File: config.mk
export PLATFORM = sky130hd
export DESIGN_NAME = serial_carry_adder
export DESIGN_NICKNAME = d
export VERILOG_FILES = /design/src/rtl/serial_carry_adder.sv
export SDC_FILE = /design/constraint.sdc
export NUM_CORES = 1
export LEC_CHECK = 0
export CORE_MARGIN = 2
export CORE_UTILIZATION = 56
export CTS_BUF_LIST = sky130_fd_sc_hd__clkbuf_4 sky130_fd_sc_hd__clkbuf_8
export DETAILED_ROUTE_END_ITERATION = 8
export PLACE_DENSITY = 0.84
export SYNTH_ARGS = -nofsm -noshare
export SYNTH_HDL_FRONTEND = slang
export SYNTH_SLANG_ARGS = --single-unit
File: constraint.sdc
create_clock -name clk -period 4.4 [get_ports clk]
set_input_delay 0.88 -clock clk [delete_from_list [all_inputs] [get_ports clk]]
set_output_delay 0.88 -clock clk [all_outputs]
set_load 0.03 [all_outputs]
File: src/rtl/serial_carry_adder.sv
// ---------------------------------------------------------------------------
// serial_carry_adder
//
// Multi-cycle adder that adds two WIDTH-bit operands plus a carry-in,
// DIGIT bits per clock, passing the carry between digit slices through a
// register. Operands are accepted with a valid/ready handshake and the
// result is offered with a second valid/ready handshake. One operation is
// in flight at a time: accept -> N = WIDTH/DIGIT RUN steps -> DONE -> IDLE.
//
// Parameters:
//   WIDTH      operand width in bits
//   DIGIT      bits added per clock (must divide WIDTH evenly)
//   OUT_WIDTH  sum port width (must be >= WIDTH+1)
//
// Ports:
//   clk        rising-edge clock
//   reset      synchronous, active-high reset
//   in_valid   operands a, b, cin are valid
//   in_ready   block can accept operands (high only in IDLE)
//   a, b       WIDTH-bit operands
//   cin        carry-in
//   out_valid  sum and cout are valid (high only in DONE)
//   out_ready  consumer accepts the result
//   sum        {zeros, carry-out, (a+b+cin) mod 2^WIDTH}
//   cout       final carry-out, same as sum[WIDTH]
//   ovf        (only with SERIAL_ADDER_OVF_EN) signed two's-complement
//              overflow of the addition, held alongside sum
//
// Configuration macro:
//   SERIAL_ADDER_OVF_EN  adds the ovf output port and its logic.
// ---------------------------------------------------------------------------
module serial_carry_adder #(
    parameter int WIDTH     = 16,
    parameter int DIGIT     = 4,
    parameter int OUT_WIDTH = 32
) (
    input  logic                 clk,
    input  logic                 reset,
    input  logic                 in_valid,
    output logic                 in_ready,
    input  logic [WIDTH-1:0]     a,
    input  logic [WIDTH-1:0]     b,
    input  logic                 cin,
    output logic                 out_valid,
    input  logic                 out_ready,
    output logic [OUT_WIDTH-1:0] sum,
    output logic                 cout
`ifdef SERIAL_ADDER_OVF_EN
    ,
    output logic                 ovf
`endif
);

    // Guarded divisor so a zero DIGIT reaches the elaboration check below
    // instead of tripping a divide-by-zero first.
    localparam int SAFE_DIGIT = (DIGIT < 1) ? 1 : DIGIT;
    localparam int N          = WIDTH / SAFE_DIGIT;
    localparam int CW         = (N > 1) ? $clog2(N) : 1;

    // Reject illegal parameter combinations at elaboration time.
    generate
        if ((DIGIT < 1) || ((WIDTH % SAFE_DIGIT) != 0)) begin : g_badDigit
            $error("serial_carry_adder: DIGIT (%0d) must be >= 1 and divide WIDTH (%0d)",
                   DIGIT, WIDTH);
        end
        if (OUT_WIDTH < (WIDTH + 1)) begin : g_badOutWidth
            $error("serial_carry_adder: OUT_WIDTH (%0d) must be >= WIDTH+1 (%0d)",
                   OUT_WIDTH, WIDTH + 1);
        end
    endgenerate

    typedef enum logic [1:0] {
        ST_IDLE = 2'd0,
        ST_RUN  = 2'd1,
        ST_DONE = 2'd2
    } state_t;

    state_t                 r_state;
    state_t                 w_nextState;

    logic [WIDTH-1:0]       r_aShift;
    logic [WIDTH-1:0]       r_bShift;
    logic [WIDTH-1:0]       r_result;
    logic                   r_carry;
    logic [CW-1:0]          r_count;
    logic [OUT_WIDTH-1:0]   r_sum;
    logic                   r_cout;

    logic [DIGIT:0]         w_slice;
    logic                   w_sliceCarry;
    logic [WIDTH+DIGIT-1:0] w_resultWide;
    logic [WIDTH-1:0]       w_resultNext;
    logic [OUT_WIDTH-1:0]   w_sumNext;
    logic                   w_lastStep;

`ifdef SERIAL_ADDER_OVF_EN
    logic                   r_ovf;
    logic                   w_msbCarryIn;
`endif

    // One digit slice of the ripple adder: low DIGIT bits of each operand
    // plus the carry left over from the previous step.
    assign w_slice      = {1'b0, r_aShift[DIGIT-1:0]}
                        + {1'b0, r_bShift[DIGIT-1:0]}
                        + {{DIGIT{1'b0}}, r_carry};
    assign w_sliceCarry = w_slice[DIGIT];

    // The new digit enters at the top and the result shifts right, so after
    // N steps the first digit computed sits in the least-significant place.
    // Going through a WIDTH+DIGIT wide vector keeps this legal for DIGIT=WIDTH.
    assign w_resultWide = {w_slice[DIGIT-1:0], r_result};
    assign w_resultNext = w_resultWide[WIDTH+DIGIT-1:DIGIT];

    // Final result as seen on the sum port, zero-extended above the carry.
    assign w_sumNext    = OUT_WIDTH'({w_sliceCarry, w_resultNext});

    assign w_lastStep   = (r_count == CW'(N - 1));

`ifdef SERIAL_ADDER_OVF_EN
    // On the last step the slice MSB is the operand MSB. The carry into a
    // full-adder bit equals a ^ b ^ s at that bit, which avoids tapping the
    // internal carry chain of the slice adder.
    assign w_msbCarryIn = w_slice[DIGIT-1] ^ r_aShift[DIGIT-1] ^ r_bShift[DIGIT-1];
`endif

    // State register.
    always_ff @(posedge clk) begin
        if (reset) begin
            r_state <= ST_IDLE;
        end else begin
            r_state <= w_nextState;
        end
    end

    // Next-state decode and handshake outputs. Accept and complete never
    // overlap: in_ready is only high in IDLE and out_valid only in DONE.
    always_comb begin
        w_nextState = r_state;
        in_ready    = 1'b0;
        out_valid   = 1'b0;
        case (r_state)
            ST_IDLE: begin
                in_ready = 1'b1;
                if (in_valid) begin
                    w_nextState = ST_RUN;
                end
            end
            ST_RUN: begin
                if (w_lastStep) begin
                    w_nextState = ST_DONE;
                end
            end
            ST_DONE: begin
                out_valid = 1'b1;
                if (out_ready) begin
                    w_nextState = ST_IDLE;
                end
            end
            default: begin
                w_nextState = ST_IDLE;
            end
        endcase
    end

    // Datapath: load operands on accept, step one digit per RUN cycle and
    // latch the finished result on the last step. The output registers are
    // only written on that last step, so they hold through DONE and IDLE
    // until the next operation completes; reset clears everything.
    always_ff @(posedge clk) begin
        if (reset) begin
            r_aShift <= '0;
            r_bShift <= '0;
            r_result <= '0;
            r_carry  <= 1'b0;
            r_count  <= '0;
            r_sum    <= '0;
            r_cout   <= 1'b0;
`ifdef SERIAL_ADDER_OVF_EN
            r_ovf    <= 1'b0;
`endif
        end else begin
            case (r_state)
                ST_IDLE: begin
                    if (in_valid) begin
                        r_aShift <= a;
                        r_bShift <= b;
                        r_result <= '0;
                        r_carry  <= cin;
                        r_count  <= '0;
                    end
                end
                ST_RUN: begin
                    r_aShift <= r_aShift >> DIGIT;
                    r_bShift <= r_bShift >> DIGIT;
                    r_result <= w_resultNext;
                    r_carry  <= w_sliceCarry;
                    r_count  <= r_count + CW'(1);
                    if (w_lastStep) begin
                        r_sum  <= w_sumNext;
                        r_cout <= w_sliceCarry;
`ifdef SERIAL_ADDER_OVF_EN
                        r_ovf  <= w_msbCarryIn ^ w_sliceCarry;
`endif
                    end
                end
                default: begin
                end
            endcase
        end
    end

    assign sum  = r_sum;
    assign cout = r_cout;
`ifdef SERIAL_ADDER_OVF_EN
    assign ovf  = r_ovf;
`endif

endmodule

# Word-level counts from Yosys, hierarchy flattened
# Cells that the tools add are included.
[word_totals]
regBits = 71
output_inout_bits = 35
elab_cells = 38
inputBits = 37
[classes]
n_eq_ne = 6
reduce_logical = 5
muxes = 16
addsub = 3
[ops]
columns = ["operator", "n"]
rows = [
  ["$pmux W16 S2", 3],
  ["$mux W16", 3],
  ["$mux W2", 4],
  ["$ne A2 B2 Y1 const B", 3],
  ["$pmux W2 S3", 1],
  ["$add A4 B4 Y5", 1],
  ["$add A5 B1 Y5", 1],
  ["$eq A2 B2 Y1 const B", 2],
  ["$pmux W2 S2", 1],
  ["$reduce_and A2 Y1", 2],
  ["$mux W1", 3],
  ["$reduce_and A3 Y1", 1],
  ["$add A2 B1 Y2 const B", 1],
  ["$eq A2 B1 Y1 const B", 1],
  ["$logic_not A2 Y1", 1],
  ["$pmux W1 S2", 1],
  ["$reduce_bool A2 Y1", 1],
]

# Depth between registers and ports, before layout
[logic_depth]
word_depth = 3
mapped_depth = 6
mapped_depth_nobuf = 5

# Least setup slack after synthesis
# No wires, ideal clock.
[synth_path]
path_kind = "flip-flop to output port"
startpoint = "register r_state[1]"
endpoint = "output port in_ready"
arrival_time_ps = 1149
path_stages_with_launch = 5
required_ps = 3520
n_path_buf = 3
setup_slack_ps = 2371
path_cell_list = "dfxtp_1 buf_2 buf_2 buf_2 nor2_1"
[synth_between]
elab_chain_cells = 2
[synth_rtl]
columns = ["item", "line", "text"]
rows = [
  ["start, declared", "78", "state_t r_state;"],
  ["start signal, assigned", "131", "r_state <= w_nextState;"],
  ["$logic_not A2 Y1", "141", "case (r_state)"],
  ["$mux W1", "141", ""],
  ["end, declared", "40", "output logic in_ready,"],
]
# Every way passes these cells.

# Worst setup path after layout
[layout_path]
startpoint = "register r_state[1]"
endpoint = "output port out_valid"
[layout_between]
elab_chain_cells = 2
[layout_rtl]
columns = ["item", "line", "text"]
rows = [
  ["$eq A2 B2 Y1", "141", ""],
  ["$mux W1", "141", ""],
  ["end, declared", "44", "output logic out_valid,"],
]
# Every way passes these cells.

==> flow_summary_export.csv <==
group,metric,value,unit
status,status,"finished clean",
route,vias,2638,
timing,maxSlewViolCount,0,
final_layout,mostFrequentLayoutCell,"dfxtp_1",
clocking,clockRootBuffer,"clkbuf_8",
global_route,grt_max_degree,48,
clocking,path_clk_slew,0.06,ns
timing,slew_headroom,53.7,%
route,drc,0,
final_layout,mostFrequentLayoutCells,"dfxtp_1 (65), clkdlybuf4s50_1 (55), a21oi_1 (49)",
timing,clock.fmax,351,MHz
placed_design,place_congestion,0.842,
global_route,grt_overflow,0,
final_layout,final_nets,459,
clocking,cts_tree,"done",
worst_setup_path,max_stage_delay,0.70,ns
yosys,ys.flop_type,"dfxtp_1",
timing,final_hold_viol_count,0,
worst_setup_path,critPathLaunchType,"register",
route,routedWlPerCell,13.0,um
timing,max_slew.worst_pin.slew,0.694,ns
timing,fin_hold_ws,0.448,ns
floorplanning,die_h,79.8,um
global_route,grt_pass1_vias,2324,
placed_design,portBuffers,56,
final_layout,n_antenna_cell,0,
timing,clock_skew,0.00629,ns
clocking,cts_num_sinks,66,
floorplanning,row_count,27,
timing,setup_tns,0,ns
final_layout,num-fill-cells,468,
worst_setup_path,endpoint_kind,"output pin",
placed_design,hpwl,4.13,mm
route,vias_per_cell,5.35,
worst_setup_path,crit_chain,"buf_4 > nor2b_1 > clkdlybuf4s50_1",
worst_setup_path,cp_slowest_cell,"clkdlybuf4s50_1",
floorplanning,die_w,79.8,um
worst_setup_path,critPathKind,"register to output pin",
timing,grt_setup_unrepaired,"no",
power,worst_ir_drop_vdd,219,uV
clocking,clockBufferDepth,2,
yosys,synth.distinct_cells,36,
yosys,syn_area,3220,um^2
clocking,cts_buffers,9,
yosys,async_flop_share,0,%
yosys,yosys_warnings,0,
global_route,grt_pass1_wl,10.7,mm
hold_path,min_from,"r_result[4]",
worst_setup_path,arrival,1.97,ns
worst_setup_path,r2r-start,"r_state[0]",
route,postRouteAntennaNets,0,
timing,finalCritPeriodShare,64.7,%
hold_path,hold_class,"register to register",
yosys,synth_edf_count,0,
clocking,htree_levels,3,
route,dr.first_iter.drc_count,138,
worst_setup_path,crit_family,"buffers and inverters",
power,p_leak,1.48,nW
worst_setup_path,required,3.52,ns
route,drt_wl_total,6.40,mm
worst_setup_path,crit_start,"r_state[1]",
floorplanning,core,5540,um^2
floorplanning,die-area,6370,um^2
job,max_cap_violations,0,
route,first_pass_iters,4,
timing,fin_crit,2.85,ns
clocking,post_cts_resized,0,
clocking,cts_hold_buffers,0,
floorplanning,start_util,58.1,%
final_layout,area_growth,19.9,%
clocking,clk_latency,0.33,ns
yosys,synthesis.instances,379,
floorplanning,ios,72,
yosys,synth_seq_cells,66,
worst_setup_path,crit_buf_inv,2,
clocking,postCtsSetupRepairBufs,0,
power,powerDensity,354,nW/um^2
final_layout,final_layout_size_suffix_gt1_share,6.41,%
timing,setup_viol,0,
global_route,antenna_found_initial,0,
worst_setup_path,cp_max_fo,47,
yosys,syn_area_per_cell,8.49,um^2
yosys,synth_seq_area_share,41.1,%
global_route,grtUsageTotal,21.4,%
-- routing by layer --
layer / GRT usage [%] / up-vias / share of wire, %
met4: 9.83 / 0 / 2.4
met3: 4.41 / 16 / 4.5
met2: 35.3 / 67 / 49
met1: 26.9 / 1223 / 44
li1: - / 1332 / -
met5: 0 / - / 0
-- per-stage QoR --
stage / util, % / cells / total power, mW / setup slack [ns] / cell area (um^2)
floorplan: - / 393 / 0.808 / 2.37 / 3270
global placement: 65.9 / 477 / 0.846 / 1.89 / 3650
detailed placement: 65.9 / 477 / 0.851 / 1.82 / 3650
CTS: 69.6 / 493 / 1.38 / 1.54 / 3860
global route: 69.6 / 493 / 1.43 / 1.47 / 3860
finish: 69.6 / 493 / 1.36 / 1.55 / 3860
-- cells in the mapped netlist, types with 3 or more instances --
| cell | n | share of area, % |
|---|---|---|
| a21o_1 | 8 | 1.9 |
| a21oi_1 | 49 | 7.6 |
| a22oi_1 | 11 | 2.6 |
| buf_1 | 3 | 0.35 |
| buf_2 | 16 | 2.5 |
| buf_4 | 18 | 4.2 |
| buf_6 | 4 | 1.4 |
| clkbuf_1 | 7 | 0.82 |
| dfxtp_1 | 66 | 41 |
| ha_1 | 4 | 1.6 |
| nand2_1 | 36 | 4.2 |
| nand2b_1 | 26 | 5.1 |
| nand3_1 | 3 | 0.47 |
| nand3b_1 | 9 | 2.1 |
| nor2_1 | 40 | 4.7 |
| nor2b_1 | 3 | 0.58 |
| nor3_1 | 24 | 3.7 |
| or2b_1 | 7 | 1.6 |
| or3b_1 | 24 | 6.5 |
-- worst register-to-register path, stage by stage (launching register included) --
cell and delay [ns]:
dfxtp_2 0.54, buf_4 0.46, and3b_1 0.67, nor2_1 0.13
a211oi_2 0.22
-- report_power, final --
group,leakage [nW],switching (mW),internal (mW)
logic,0.832,0.100,0.0897
clock network,0.111,0.214,0.311
registers,0.540,0.0218,0.628
-- path summary, 6_finish.rpt --
kind | end | slack (ns) | cells past startpoint
max | out_valid | 1.55 | 3
min | sum[0] | 0.45 | 2
max reg2reg | sum[16] | 2.30 | 4
min reg2reg | sum[0] | 0.45 | 2
-- logic make-up after synthesis --
| family | count (synthesis) | share of synthesized area, % |
|---|---|---|
| mux | 1 | 0.311 |
| simple gates | 178 | 30.8 |
| buf+inv | 48 | 9.25 |
| other cells | 1 | 0.117 |
| compound gates | 78 | 15.4 |
| xor+xnor | 1 | 0.272 |
| fa+ha+maj | 6 | 2.80 |
| flops | 66 | 41.1 |
-- registers in the layout, summed over array words and instances (netlist names) --
register / count
r_state: 2
r_aShift: 16
sum: 17
r_result: 12
r_count: 2
r_bShift: 16
r_carry: 1
-- final cells by class --
class	instances	area, um^2	area share, %
clock buffer	14	174	4.51
clock inverter	2	35.0	0.908
multi-input combinational	279	1650	42.8
sequential	66	1320	34.3
tap	72	90.1	2.33
timing repair buffer	60	586	15.2
Power figures use the tool's default switching activity.
